**src/rtl/fetch_pkg.sv**
```systemverilog
// Shared types and constants for the instruction fetch unit: FSM state encoding,
// IR field bit positions and counter sizing.
package fetch_pkg;

   localparam int DATA_W_C = 32;

   localparam int OPC_MSB = 31;
   localparam int OPC_LSB = 26;
   localparam int RS_MSB  = 25;
   localparam int RS_LSB  = 21;
   localparam int RT_MSB  = 20;
   localparam int RT_LSB  = 16;
   localparam int RD_MSB  = 15;
   localparam int RD_LSB  = 11;
   localparam int IMM_MSB = 15;
   localparam int IMM_LSB = 0;

   localparam int          CNT_W   = 16;
   localparam logic [15:0] CNT_MAX = 16'hFFFF;

   typedef enum logic [1:0] {
      ST_IDLE = 2'd0,
      ST_REQ  = 2'd1,
      ST_HOLD = 2'd2
   } fetch_state_e;

endpackage

```
**src/rtl/fetch_perf_cnt.sv**
```systemverilog
// Saturating performance counters for the fetch unit: accepted IR loads and
// cycles spent waiting on instruction memory.
module fetch_perf_cnt
   import fetch_pkg::*;
(
   input  logic             clk,
   input  logic             rst_n,
   input  logic             instr_inc,
   input  logic             stall_inc,
   output logic [CNT_W-1:0] instr_cnt,
   output logic [CNT_W-1:0] stall_cnt
);

   logic [CNT_W-1:0] instr_cnt_q, instr_cnt_d;
   logic [CNT_W-1:0] stall_cnt_q, stall_cnt_d;

   // Next-count logic; both counters stick at their maximum.
   always_comb begin
      instr_cnt_d = instr_cnt_q;
      stall_cnt_d = stall_cnt_q;
      if (instr_inc && (instr_cnt_q != CNT_MAX)) begin
         instr_cnt_d = instr_cnt_q + 16'd1;
      end else begin
         instr_cnt_d = instr_cnt_q;
      end
      if (stall_inc && (stall_cnt_q != CNT_MAX)) begin
         stall_cnt_d = stall_cnt_q + 16'd1;
      end else begin
         stall_cnt_d = stall_cnt_q;
      end
   end

   // Counter registers.
   always_ff @(posedge clk or negedge rst_n) begin
      if (!rst_n) begin
         instr_cnt_q <= 16'd0;
         stall_cnt_q <= 16'd0;
      end else begin
         instr_cnt_q <= instr_cnt_d;
         stall_cnt_q <= stall_cnt_d;
      end
   end

   assign instr_cnt = instr_cnt_q;
   assign stall_cnt = stall_cnt_q;

endmodule

```
**src/rtl/fetch_unit.sv**
```systemverilog
// Instruction fetch unit: PC, IR, single-entry fetch buffer and memory handshake FSM.
// Define FETCH_PERF_EN to build the instr_cnt/stall_cnt performance counters.
module fetch_unit
   import fetch_pkg::*;
#(
   parameter int ADDR_W = 8,
   parameter int DATA_W = DATA_W_C
) (
   input  logic              clk,
   input  logic              rst_n,
   input  logic              InstRead,
   input  logic              ldIR,
   input  logic              incPC,
   input  logic              ldPC,
   output logic              imem_req,
   output logic [ADDR_W-1:0] imem_addr,
   input  logic              imem_ack,
   input  logic [DATA_W-1:0] imem_rdata,
   output logic [ADDR_W-1:0] pc,
   output logic [5:0]        opcode,
   output logic [4:0]        rs,
   output logic [4:0]        rt,
   output logic [4:0]        rd,
   output logic [15:0]       imm,
   output logic              fetch_stall,
   output logic              fetch_err,
   output logic [15:0]       instr_cnt,
   output logic [15:0]       stall_cnt
);

   fetch_state_e      state_q, state_d;
   logic              req_q, req_d;
   logic [ADDR_W-1:0] addr_q, addr_d;
   logic [ADDR_W-1:0] pc_q, pc_d;
   logic [DATA_W-1:0] buf_q, buf_d;
   logic [DATA_W-1:0] ir_q, ir_d;
   logic              err_q, err_d;
   logic [ADDR_W-1:0] imm_ext_s;

   assign imm_ext_s = ADDR_W'(signed'(ir_q[IMM_MSB:IMM_LSB]));

   // Fetch handshake FSM next-state logic and sticky protocol-error detection.
   always_comb begin
      state_d = state_q;
      req_d   = req_q;
      addr_d  = addr_q;
      buf_d   = buf_q;
      ir_d    = ir_q;
      err_d   = err_q;
      case (state_q)
         ST_IDLE: begin
            if (InstRead) begin
               state_d = ST_REQ;
               req_d   = 1'b1;
               addr_d  = pc_q;
            end else begin
               state_d = ST_IDLE;
            end
            if (ldIR) begin
               err_d = 1'b1;
            end else begin
               err_d = err_q;
            end
         end
         ST_REQ: begin
            // Address stays frozen here even if PC moves underneath the read.
            if (imem_ack) begin
               state_d = ST_HOLD;
               req_d   = 1'b0;
               buf_d   = imem_rdata;
            end else begin
               state_d = ST_REQ;
            end
            if (InstRead || ldIR) begin
               err_d = 1'b1;
            end else begin
               err_d = err_q;
            end
         end
         ST_HOLD: begin
            if (ldIR) begin
               ir_d    = buf_q;
               state_d = ST_IDLE;
            end else begin
               ir_d = ir_q;
            end
            // A new request discards the buffer; if ldIR coincides it still loads first.
            if (InstRead) begin
               state_d = ST_REQ;
               req_d   = 1'b1;
               addr_d  = pc_q;
            end else begin
               req_d = req_q;
            end
         end
         default: begin
            state_d = ST_IDLE;
            req_d   = 1'b0;
         end
      endcase
   end

   // PC next value; a branch takes precedence over a sequential increment.
   always_comb begin
      pc_d = pc_q;
      if (ldPC) begin
         pc_d = pc_q + imm_ext_s;
      end else if (incPC) begin
         pc_d = pc_q + {{(ADDR_W-1){1'b0}}, 1'b1};
      end else begin
         pc_d = pc_q;
      end
   end

   // State, request, address, buffer, IR, PC and error registers.
   always_ff @(posedge clk or negedge rst_n) begin
      if (!rst_n) begin
         state_q <= ST_IDLE;
         req_q   <= 1'b0;
         addr_q  <= '0;
         pc_q    <= '0;
         buf_q   <= '0;
         ir_q    <= '0;
         err_q   <= 1'b0;
      end else begin
         state_q <= state_d;
         req_q   <= req_d;
         addr_q  <= addr_d;
         pc_q    <= pc_d;
         buf_q   <= buf_d;
         ir_q    <= ir_d;
         err_q   <= err_d;
      end
   end

   assign imem_req    = req_q;
   assign imem_addr   = addr_q;
   assign pc          = pc_q;
   assign opcode      = ir_q[OPC_MSB:OPC_LSB];
   assign rs          = ir_q[RS_MSB:RS_LSB];
   assign rt          = ir_q[RT_MSB:RT_LSB];
   assign rd          = ir_q[RD_MSB:RD_LSB];
   assign imm         = ir_q[IMM_MSB:IMM_LSB];
   assign fetch_stall = (state_q == ST_REQ);
   assign fetch_err   = err_q;

`ifdef FETCH_PERF_EN
   fetch_perf_cnt u_perf (
      .clk       (clk),
      .rst_n     (rst_n),
      .instr_inc ((state_q == ST_HOLD) && ldIR),
      .stall_inc (state_q == ST_REQ),
      .instr_cnt (instr_cnt),
      .stall_cnt (stall_cnt)
   );
`else
   assign instr_cnt = 16'd0;
   assign stall_cnt = 16'd0;
`endif

endmodule

```
**config.mk**
```make
export PLATFORM = sky130hd
export DESIGN_NAME = fetch_unit
export DESIGN_NICKNAME = d
export VERILOG_FILES = /design/src/rtl/fetch_pkg.sv /design/src/rtl/fetch_perf_cnt.sv /design/src/rtl/fetch_unit.sv
export SDC_FILE = /design/constraint.sdc
export NUM_CORES = 1
export LEC_CHECK = 0
export ABC_AREA = 0
export CORE_MARGIN = 1
export CORE_UTILIZATION = 51
export CTS_BUF_LIST = sky130_fd_sc_hd__clkbuf_8
export DETAILED_ROUTE_END_ITERATION = 10
export HOLD_SLACK_MARGIN = 0.06
export PLACE_DENSITY = 0.88
export SETUP_SLACK_MARGIN = 0.05
export SLEW_MARGIN = 20
export SYNTH_ARGS = -nofsm -noshare
export SYNTH_HDL_FRONTEND = slang
export SYNTH_SLANG_ARGS = --single-unit
```
**constraint.sdc**
```tcl
create_clock -name clk -period 3.15 [get_ports clk]
set_clock_uncertainty 0.2 [all_clocks]
set_input_delay 0.945 -clock clk [delete_from_list [all_inputs] [get_ports clk]]
set_output_delay 0.945 -clock clk [all_outputs]
set_load 0.005 [all_outputs]
```
==> metrics.sh <==
COUNT_OF_FLIP_FLOPS_WITH_A_BUILT_IN_ENABLE_AFTER_SYNTHESIS=0
DP.CELLS=475
CP-START-KIND='input pin'
POST-ROUTE-DRC-COUNT=0
PLACEDINSTANCEAREA_MM2=0.00475
POWER_PER_CELL_AREA_mW_PER_MM2=893
SHARE_OF_THE_SYNTHESIZED_NETLIST_AREA_TAKEN_BY_XOR_AND_XNOR_GATES_PCT=0.920
VIAS=2374
MAX-CAP-VIOLATIONS=0
DRT-PASS1-ITER-COUNT=4
LAYOUT_COMMON_CELLS='sky130_fd_sc_hd__clkdlybuf4s50_1, sky130_fd_sc_hd__dfrtp_1, sky130_fd_sc_hd__mux2_2, sky130_fd_sc_hd__conb_1, sky130_fd_sc_hd__o21ai_0'
SETUP_WS_NS=0.286
FIRST_GLOBAL_VIAS=2412
POST_ROUTE_FRACTION_OF_THE_PERIOD_CONSUMED_BY_THE_CRITICAL_PATH_PCT=90.9
CRITPATHARRIVALTIME_NS=2.88
SYNTHESIZED_AREA_FRACTION_OCCUPIED_BY_AND_OR_NAND_NOR_CELLS_PCT=5.23
WORST_SETUP_PATH_ENDPOINT='pc[6]'
CLK_PIN_SLEW_NS=0.08
OUTCOME='completed'
TIMING.CRITICAL_PATH.REQUIRED_NS=3.17
WORST_SKEW_PAIR.LATE_LATENCY_NS=0.34
CRITICAL-PATH-SLOWEST-CELL='sky130_fd_sc_hd__clkdlybuf4s50_1'
FINALHOLDVIOLCOUNT=0
HPWL_UM=5480
COMPLEX_GATE_FRACTION_OF_THE_SYNTHESIZED_AREA_PCT=4.07
GRT_SETUP_UNREPAIRED='no'
CRIT_PATH_CELL_TRACE='clkdlybuf4s50_1 > nand2b_1 > ha_1 > inv_1 > fa_1 > nor2b_1 > o21ai_0 > a21boi_0 > or3_1 > nand3_1'
WORSTSETUPSTARTPOINT='ldPC'
CLOCKROOTBUFFER='sky130_fd_sc_hd__clkbuf_8'
LAYOUT.CELLS.MOST_COMMON='sky130_fd_sc_hd__clkdlybuf4s50_1'
CTS.REPAIR.RESIZED=0
WORST_MARGIN_PIN_SLEW_NS=0.543
MAX_FREQ_MHz=349
VIASPERCELL=4.84
PORT_BUFFER_COUNT=94
GRT_ANTENNA_BEFORE_REPAIR=0
TRITONCTS='done'
LEAKAGE_POWER_nW=2.20
IO_PINS=127
POSTROUTEANTENNANETS=0
CRIT_FANOUT=4
DIE_WIDTH_UM=88.4
DIE_HEIGHT_UM=88.4
ANTENNA_CELLS=0
CRITICAL-PATH-MAX-STAGE-DELAY_NS=0.49
START_UTIL_PCT=52.5
SYNTHDOMINANTAREACELLTYPE='sky130_fd_sc_hd__dfrtp_1'
YS_DOMINANT_REG_CELL='sky130_fd_sc_hd__dfrtp_1'
NETLIST_AREA_MM2=0.00381
LAYOUT.NETS=434
GRT_MAX_DEGREE=44
DRT-TOTAL-WL_UM=7260
WL_PER_CELL_UM=14.8
INSTANCES_NO_FILL=491
SHARE_OF_FINAL_LAYOUT_STANDARD_CELLS_STRONGER_THAN_DRIVE_STRENGTH_1_PCT=26.5
YOSYS.AREA_SHARE.ADDER_PCT=2.83
TIMING.MAX_SLEW.REL_SLACK_PCT=63.8
DESIGN.DIE.AREA_MM2=0.00782
CRITPATHKIND='input pin to register'
FINAL_AREA_MM2=0.00494
REGTOREGSTARTPOINT='ir_q[0]'
PRE_CTS_SLACK_NS=-0.0600
H-TREE-DEPTH=3
FF2FF_SETUP_SLACK_NS=0.98
WORST_R2R_ENDPOINT='pc[6]'
SYN2LAYOUT_AREA_GROWTH_PCT=29.9
CLOCK_BUFFER_COUNT_FROM_CTS=9
TIMING.REG2REG.WORST_PATH_DEPTH=9
NUMBER_OF_HOLD_REPAIR_BUFFERS_ADDED_AT_THE_CTS_STAGE=0
YOSYS_WARNINGS=0
CLOCK-SINKS=84
SYNTHESIS.AREA_PER_INSTANCE_UM2=13.3
YOSYS-MUX-AREA-FRACTION_PCT=22.1
MAX-VDD-IR-DROP_uV=419
GRTUSAGETOTAL_PCT=20.0
FLOORPLAN.ROWS=31
DRT-INITIAL-DRC-COUNT=56
FINAL_PERIOD_MINUS_WORST_SETUP_SLACK_NS=2.86
YS_SEQ_ELEMENTS=84
SYNTH.TOP_CELLS.BY_AREA='sky130_fd_sc_hd__dfrtp_1, sky130_fd_sc_hd__mux2_2, sky130_fd_sc_hd__buf_4, sky130_fd_sc_hd__ha_1, sky130_fd_sc_hd__o21ai_0'
CTS_BUFFER_DEPTH=2
HOLD_PATH.CLASS='register to register'
SYNTH.YOSYS.SEQ_AREA_SHARE_PCT=55.2
SYNTH_TOP_CELL_AREA_SHARE_PCT=55.2
GRT_PASS1_WL_UM=11600
GLOBAL_ROUTE.OVERFLOW_TOTAL=0
POST-CTS-SETUP-BUFFER-COUNT=0
FINAL_ESTIMATED_ROUTING_CONGESTION_IN_GLOBAL_PLACEMENT=0.811
POST_SYNTH_NUM_CELL_TYPES=38
ASYNCSETRESETFLOPFRACSYNTH_PCT=100
LARGEST_FAMILY_OF_LOGIC_CELLS_BY_SYNTHESIZED_AREA='multiplexers'
CORE_AREA_MM2=0.00725
SLEW_VIOLATIONS=0
SYNTHCELLS=286
SETUP_VIOLATIONS=0
CRITPATHCAPTURETYPE='register'
cell type report:
cell class	instances	area (um2)
Fill cell	552	2310
Timing Repair Buffer	105	1050
Multi-Input combinational cell	181	1460
Clock buffer	9	124
Clock inverter	7	67.6
Inverter	6	22.5
Tap cell	99	124
Sequential cell	84	2100
worst min path at each step:
stage	start	end	slack, ns	cells past startpoint
finish	fetch_err	fetch_err	0.29	1
global route	buf_q[22]	buf_q[22]	0.32	1
CTS	fetch_err	fetch_err	0.30	1
detailed placement	fetch_err	fetch_err	0.27	1
global placement	fetch_err	fetch_err	0.27	1
floorplan	fetch_err	fetch_err	0.27	1
report_power, final:
group / switching (W) / internal, W
Sequential: 0.000330 / 0.00157
Combinational: 0.000591 / 0.00119
Clock: 0.000374 / 0.000364
synthesized netlist by cell type (3+ instances only):
master and instances:
sky130_fd_sc_hd__nand2_1 10, sky130_fd_sc_hd__dfrtp_1 84, sky130_fd_sc_hd__xor2_1 3, sky130_fd_sc_hd__buf_4 37
sky130_fd_sc_hd__nor2_1 5, sky130_fd_sc_hd__ha_1 7, sky130_fd_sc_hd__mux2_2 73, sky130_fd_sc_hd__a21oi_1 6
sky130_fd_sc_hd__and2_1 5, sky130_fd_sc_hd__inv_1 6, sky130_fd_sc_hd__buf_6 3, sky130_fd_sc_hd__o21ai_0 12
sky130_fd_sc_hd__buf_2 5
through the flow:
| stage | hold slack (ns) | power (W) | setup TNS (ns) | util, % |
|---|---|---|---|---|
| detailed placement | 0.270 | 0.00372 | -0.0892 | 65.5 |
| global route | 0.322 | 0.00473 | 0 | 68.2 |
| global placement | 0.268 | 0.00362 | -0.0285 | 65.5 |
| finish | 0.293 | 0.00441 | 0 | 68.2 |
| CTS | 0.300 | 0.00447 | 0 | 68.2 |
| floorplan | 0.268 | 0.00275 | 0 | - |
sequential cells by signal, indices dropped and copies added (netlist names):
| name | cells |
|---|---|
| fetch_err | 1 |
| imem_addr | 8 |
| state_q | 2 |
| buf_q | 32 |
| imem_req | 1 |
| pc | 8 |
| ir_q | 32 |
layer usage:
layer,routed length [um],GRT usage [%],vias up
li1,-,-,1120
met1,3150,25.9,1163
met2,3690,33.3,83
met3,342,4.48,8
met4,80,7.18,0
met5,0,0,-
logic make-up after synthesis:
logic type / count (synthesis)
flops: 84
mux: 75
buf+inv: 52
simple gates: 36
compound gates: 26
fa+ha+maj: 8
xor+xnor: 4
other cells: 1
critical path: cells and delay by family:
family,cells,cell delay (ns)
simple gates,4,0.45
fa+ha+maj,2,0.54
compound gates,2,0.40
buf+inv,2,0.54
Power figures use the tool's default switching activity.
